`config.mk`:
```
export PLATFORM = sky130hd
export DESIGN_NAME = adc_frame_controller
export DESIGN_NICKNAME = d
export VERILOG_FILES = /design/src/rtl/adc_frame_controller.sv
export SDC_FILE = /design/constraint.sdc
export NUM_CORES = 1
export LEC_CHECK = 0
export ABC_CLOCK_PERIOD_IN_PS = 4000
export CORE_MARGIN = 2
export CORE_UTILIZATION = 45
export DETAILED_ROUTE_END_ITERATION = 12
export GPL_TIMING_DRIVEN = 0
export PLACE_DENSITY = 0.68
export SETUP_SLACK_MARGIN = 0.15
export SLEW_MARGIN = 0
export SYNTH_ARGS = -nofsm -noshare
export SYNTH_HDL_FRONTEND = slang
export SYNTH_SLANG_ARGS = --single-unit
```
`constraint.sdc`:
```
create_clock -name clock -period 4 [get_ports clock]
set_clock_uncertainty 0.15 [all_clocks]
set_input_delay 0.8 -clock clock [delete_from_list [all_inputs] [get_ports clock]]
set_output_delay 0.8 -clock clock [all_outputs]
set_load 0.02 [all_outputs]
```
`src/rtl/adc_frame_controller.sv`:
```
// adc_frame_controller: gathers ADC SPI words into per-channel slots and publishes complete frames atomically.
module adc_frame_controller #(
  parameter int CHANNELS = 4,
  parameter int IDLE_CYCLES = 256,
  parameter int FRAME_GAP = 4096,
  localparam int IW = $clog2(CHANNELS),
  localparam int TW = $clog2(FRAME_GAP + 1)
) (
  input  logic                     clock,
  input  logic                     reset,
  input  logic                     spi_clock_in,
  input  logic [15:0]              data_in,
  input  logic                     data_received,
  output logic                     rx_reset,
  output logic [16*CHANNELS-1:0]   ch_data,
  output logic                     frame_valid,
  output logic [IW-1:0]            word_index,
  output logic [7:0]               error_count
);
  typedef enum logic [1:0] {IDLE, RECEIVING, FLUSH_A, FLUSH_B} state_t;
  state_t state_q, state_d;
  logic [2:0] sync_q;
  logic [4:0] edge_cnt_q, edge_cnt_d;
  logic [TW-1:0] timer_q, timer_d;
  logic [IW-1:0] word_q, word_d;
  logic [7:0] err_q;
  logic [CHANNELS-1:0][15:0] shadow_q, ch_q;
  logic pub_q, fv_q, wr, err_inc, spi_edge;
  // sync_q[1:0] is the synchroniser, sync_q[2] the edge detector history
  assign spi_edge = sync_q[1] & ~sync_q[2];
  assign timer_d = (spi_edge || data_received) ? '0 :
                   (timer_q == TW'(FRAME_GAP)) ? timer_q : timer_q + 1'b1;
  always_comb begin
    state_d = state_q;
    edge_cnt_d = edge_cnt_q;
    word_d = word_q;
    wr = 1'b0;
    err_inc = 1'b0;
    case (state_q)
      IDLE:
        if (data_received) wr = 1'b1;
        else if (spi_edge) begin
          state_d = RECEIVING;
          edge_cnt_d = 5'd1;
        end else if (word_q != '0 && timer_q == TW'(FRAME_GAP)) begin
          word_d = '0;
          err_inc = 1'b1;
        end
      RECEIVING:
        if (data_received) begin
          wr = 1'b1;
          edge_cnt_d = '0;
          state_d = IDLE;
        end else if (spi_edge) edge_cnt_d = (edge_cnt_q == 5'd16) ? edge_cnt_q : edge_cnt_q + 5'd1;
        else if (timer_q == TW'(IDLE_CYCLES)) begin
          state_d = FLUSH_A;
          edge_cnt_d = '0;
        end
      FLUSH_A: state_d = FLUSH_B;
      FLUSH_B: begin
        state_d = IDLE;
        word_d = '0;
        err_inc = 1'b1;
      end
      default: state_d = IDLE;
    endcase
    if (wr) word_d = (word_q == IW'(CHANNELS - 1)) ? '0 : word_q + 1'b1;
  end
  always_ff @(posedge clock or negedge reset) begin
    if (!reset) begin
      state_q <= IDLE;
      sync_q <= '0;
      edge_cnt_q <= '0;
      timer_q <= '0;
      word_q <= '0;
      err_q <= '0;
      shadow_q <= '0;
      ch_q <= '0;
      pub_q <= 1'b0;
      fv_q <= 1'b0;
    end else begin
      state_q <= state_d;
      sync_q <= {sync_q[1:0], spi_clock_in};
      edge_cnt_q <= edge_cnt_d;
      timer_q <= timer_d;
      word_q <= word_d;
      err_q <= (err_inc && err_q != 8'hFF) ? err_q + 8'd1 : err_q;
      if (wr) shadow_q[word_q] <= data_in;
      // publish one cycle after the last slot lands so the whole frame moves at once
      pub_q <= wr && (word_q == IW'(CHANNELS - 1));
      fv_q <= pub_q;
      if (pub_q) ch_q <= shadow_q;
    end
  end
  assign rx_reset = (state_q == FLUSH_A) || (state_q == FLUSH_B);
  assign ch_data = ch_q;
  assign frame_valid = fv_q;
  assign word_index = word_q;
  assign error_count = err_q;
endmodule
```
* After elaboration in Yosys (flattened, before gate mapping)
Index checks and enable logic that the tools add are counted.
W data, S select, Z words.
** Cells by class
- Add/subtract/negate cells :: 3
- Magnitude comparators :: 2
- Equal/unequal tests :: 15
- Muxes and demuxes :: 23
- Bitwise logic cells :: 2
- Reduce and logical (&&, ||, !) cells :: 12
** Operators by type and width (count)
- $bwmux W64 :: 1
- $demux W16 S2 :: 1
- $mux W13 :: 2
- $mux W2 :: 10
- $mux W16 :: 1
- $ne A3 B3 Y1 const B :: 5
- $add A13 B1 Y13 const B :: 1
- $eq A13 B13 Y1 const B :: 1
- $eq A13 B9 Y1 const B :: 1
- $add A8 B1 Y8 const B :: 1
- $ne A8 B8 Y1 const B :: 1
- $pmux W2 S4 :: 1
- $reduce_and A4 Y1 :: 2
- $eq A2 B2 Y1 const B :: 3
- $ne A2 B2 Y1 const B :: 3
- $mux W1 :: 5
- $logic_and A1 B1 Y1 :: 4
- $pmux W2 S2 :: 1
- $lt A2 B3 Y1 const B :: 1
- $reduce_bool A3 Y1 :: 1
- $add A2 B1 Y2 const B :: 1
- $eq A2 B1 Y1 const B :: 1
- $ge A2 B1 Y1 const B :: 1
- $logic_not A2 Y1 :: 1
- 6 further kinds :: 7
** Word-level totals
- Bits in registers :: 158
- Input bits :: 20
- Word-level logic and storage cells :: 72

* Logic depth before layout (Yosys ltp)
- Depth in word-level cells :: 7
- Depth in mapped cells :: 7

* Worst setup path before layout
OpenSTA, ideal clock, no wires.
- Path kind :: input-to-reg
- Start point :: input port data_received
- End point :: register err_q[1] (netlist: error_count[1])
- Library setup time :: 0.127 ns
- Arrival :: 1.938 ns
- Data required time :: 3.723 ns
- Setup slack :: 1.784 ns
- Cell stages on the path :: 4
- Path through :: inv_1 > a41oi_1 > a2111oi_4 > mux2_1
** On the way
- Word-level cells in the longest chain between the ends :: 3
** Ends and longest elaborated chain
- start, declared :: RTL line 13 : input logic data_received,
- $mux W1 :: RTL line 41 : if (data_received) wr = 1'b1;
- $pmux W1 S2 :: RTL line 39 : case (state_q)
- $logic_and A1 B1 Y1 :: RTL line 87 : err_q <= (err_inc && err_q != 8'hFF) ? err_q + 8'd1 : err_q;
- end signal, assigned :: RTL line 87
- end, declared :: RTL line 26 : logic [7:0] err_q;
Every way passes these cells.
A chain may end at the register's enable or synchronous reset.

* Final worst setup path
- Start point :: register state_q[0]
- End point :: output port rx_reset
** On the way
- Word-level cells in the longest chain between the ends :: 2
** Ends and longest elaborated chain
- start, declared :: RTL line 21 : state_t state_q, state_d;
- start signal, assigned :: RTL line 82 : state_q <= state_d;
- $eq A2 B2 Y1 :: RTL line 95 : assign rx_reset = (state_q == FLUSH_A) || (state_q == FLUSH_B);
- $logic_or A1 B1 Y1 (*) :: RTL line 95
- end, declared :: RTL line 14 : output logic rx_reset,
Every way passes the cells marked *; elsewhere a longest branch is shown, timed or not.

==> impl_metrics.yaml <==
status:
  run_status: "finished, final reports clean"
clocking:
  clkTransAtPathRegs_ns: 0.06
  cell_at_the_root_of_the_clock_tree: "clkbuf_16"
  cts_post_setup_buffers_inserted: 0
  cts-resized-gates: 0
  tritoncts_clock_tree: "yes"
  cts_made_buffers: 17
  cts.path.max_buffers: 2
  insertion_delay_ns: 0.41
  number_of_h_tree_branching_levels: 4
  cts_hold_buf: 0
  clock_sink_count: 158
placement:
  placed_cell_area_sq_mm: 0.00748
  place_hpwl_um: 8340
  numPortBuffers: 95
  finalWeightedCongestion: 0.805
  post-place-cells: 693
pwr:
  p_leak_uw: 0.00355
  power.internal_uw: 4270
  cellPowerDensity_mw_per_mm2: 764
  p_sw_uw: 1860
  power_share_of_the_combinational_group: 0.336
  netSwitchingFraction: 0.303
  design_power_total_uw: 6130
  peakVddDrop_mv: 0.325
  pwr-share-clk: 0.244
  pwr-share-seq: 0.420
grt:
  grt_pass1_vias: 3875
  grtUsageTotal: 0.174
  pin_count_of_the_biggest_net_entering_global_routing: 88
  grt.overflow.total: 0
  grt_pass1_wl_um: 19600
  antenna_found_initial: 0
synthesis:
  post_synth_main_area_contributors: "dfrtp_1 63%, mux2_2 23%, ha_1 2.4%"
  yosys.area.top_type: "dfrtp_1"
  syn-mean-instance-area_sq_um: 15.0
  synth-seq-area-share: 0.630
  post_synth_instance_area_sq_mm: 0.00627
  synth_top_cell_area_share: 0.630
  synth_edf_count: 0
  netlist_instances: 417
  number_of_library_cell_types_mapped_by_synthesis: 30
  syn-num-nets: 449
  synth.yosys.warnings: 0
  synth_ff_type: "dfrtp_1"
  postSynthRegisterBits: 158
  synth_async_sr_flop_share: 1.00
layout:
  antenna-diode-count: 0
  final_net_count: 564
  design_area_sq_mm: 0.00803
  syn2layout_area_growth_pct: 28.0
  utilization_of_the_core_after_routing: 0.585
  layout.filler_cells: 1082
  finish.cell_count_without_fillers: 724
  final_layout_size_suffix_gt1_frac: 0.300
route:
  starting_drc_count_in_detailed_routing: 131
  firstDrtPassIters: 4
  via_per_inst: 5.04
  num_vias: 3651
  detail-route-antenna-nets: 0
  avgRoutedWirePerCell_um: 16.7
  drt_drc_violations_left: 0
  wirelength_um: 12100
critical_path:
  max_stage_delay_ns: 0.54
  timing.critical_path.depth: 4
  critical_path.cell_chain: "inv_1 > ha_1 > or2_2 > clkdlybuf4s50_1"
  cp.arrival_ns: 2.05
  cp_data_required_time_ns: 3.05
  highest_delay_cell_along_the_critical_path: "clkdlybuf4s50_1"
  cell_class_contributing_the_biggest_share_of_worst_path_delay: "buffers and inverters"
  worst-path-buf-inv: 2
  kind_of_end_point_of_the_critical_path: "output port"
  worst_r2r_path_depth: 7
  worst_setup_path_start_kind: "register"
  timing_worst_setup_path_type: "register to output port"
  worstPathMaxFanout: 7
die:
  initial_utilization: 0.457
  pin_count: 96
  floorplan.rows: 43
  dieArea_sq_mm: 0.0149
  die_width_um: 122
  design.core.area_sq_mm: 0.0137
  dieHeight_um: 122
min_path:
  hold_path_depth: 0
  hp-class: "register to register"
timing:
  totalNegativeSetupSlack_ns: 0
  timing.final.setup_violations: 0
  period_minus_slack_ns: 3.00
  rsz_0062_raised_after_global_routing: "false"
  max_slew_margin: 0.473
  fmaxAchievable_mhz: 333
  finalCritPeriodShare: 0.751
  worst_slew_pin_slew_ns: 0.790
  final-hold-violation-count: 0
  timing_max_transition_violations_final: 0
flow_run:
  cap_violations: 0
-- placed cells by master, fill, tap and decap left out, types with 7 or more instances in the layout --
cell type,n
dfrtp_1,158
mux2_2,128
xnor2_1,8
clkbuf_16,17
clkbuf_1,15
xor2_1,11
clkdlybuf4s50_1,94
ha_1,12
and3_1,7
nand3_1,8
nand2_1,12
nor2_1,20
inv_1,12
-- state kept, by name (all words and copies together) (netlist names), named ones only --
| register | count |
|---|---|
| ch_data | 64 |
| frame_valid | 1 |
| shadow_q | 64 |
| word_index | 2 |
| sync_q | 3 |
| error_count | 8 |
| timer_q | 13 |
| state_q | 1 |
| pub_q | 1 |
-- worst register-to-register path, cell delays in order, from the launching register on --
cell and delay [ns]:
dfrtp_1 0.46, inv_1 0.13, ha_1 0.27, nor2_1 0.12
nor2_1 0.08, nand2_1 0.31, clkbuf_1 0.64, mux2_2 0.42
-- synthesized netlist by cell type (2+ instances only) --
cell and number:
and3_1 7, a22o_1 2, clkbuf_1 12, xor2_1 11
nand2_1 12, o21ai_0 2, nand4_1 4, nor2b_1 2
inv_1 12, xnor2_1 8, nand2b_1 2, a31oi_1 2
ha_1 12, dfrtp_1 158, nor4_4 2, nand3_1 8
mux2_2 128, nor2_1 20, a21oi_1 2
-- routing by layer --
metal / GRT usage / vias up / part of all wire
li1: - / 1682 / -
met1: 0.224 / 1879 / 0.45
met2: 0.280 / 69 / 0.49
met3: 0.0478 / 21 / 0.048
met4: 0.0690 / 0 / 0.017
met5: 0 / - / 0
-- area by class of cell --
type                    instances  area, sq um  area share
flip-flops and latches        158         3950       0.493
multi-input cells             235         2230       0.277
repair buffers                 96          980       0.122
clock buffers                  22          464      0.0578
well taps                     180          225      0.0281
clock inverters                 9         86.3      0.0108
plain buffers                  12         45.0     0.00561
inverters                      12         45.0     0.00561
-- power groups by stage --
stage / sequential, uW / combinational, uW / clock, uW
floorplan: 2900 / 853 / 0
finish: 2580 / 2060 / 1500
CTS: 2580 / 2100 / 1530
detailed placement: 2610 / 2090 / 0
global placement: 2580 / 2030 / 0
global route: 2660 / 2210 / 1610
-- stage by stage --
step	setup slack [ns]	hold WS [ns]
after floorplan	1.78	0.181
after global placement	-4.13	0.192
after detailed placement	0.850	0.189
after CTS	0.983	0.203
after global routing	0.913	0.218
final	0.995	0.200
-- cell families after synthesis --
family          after synthesis  share of synthesized area
fa+ha+maj                    12                     0.0239
mux                         130                      0.233
compound gates               12                     0.0158
xor+xnor                     19                     0.0265
simple gates                 62                     0.0557
flops                       158                      0.630
buf+inv                      24                     0.0144
-- final timing paths --
check                                  startpoint                          to  slack (ns)
max in group asynchronous                   reset  error_count[1]$_DFFE_PN0P_        2.63
min reg2reg                   sync_q[0]$_DFF_PN0_         sync_q[1]$_DFF_PN0_        0.20
max reg2reg                state_q[0]$_DFFE_PN0P_    shadow_q[38]$_DFFE_PN0P_        1.31
min in group asynchronous                   reset     ch_data[54]$_DFFE_PN0P_        0.24
max                        state_q[0]$_DFFE_PN0P_                    rx_reset         1.0
min                           sync_q[0]$_DFF_PN0_         sync_q[1]$_DFF_PN0_        0.20
No activity file was read; power rests on OpenSTA's default activity.
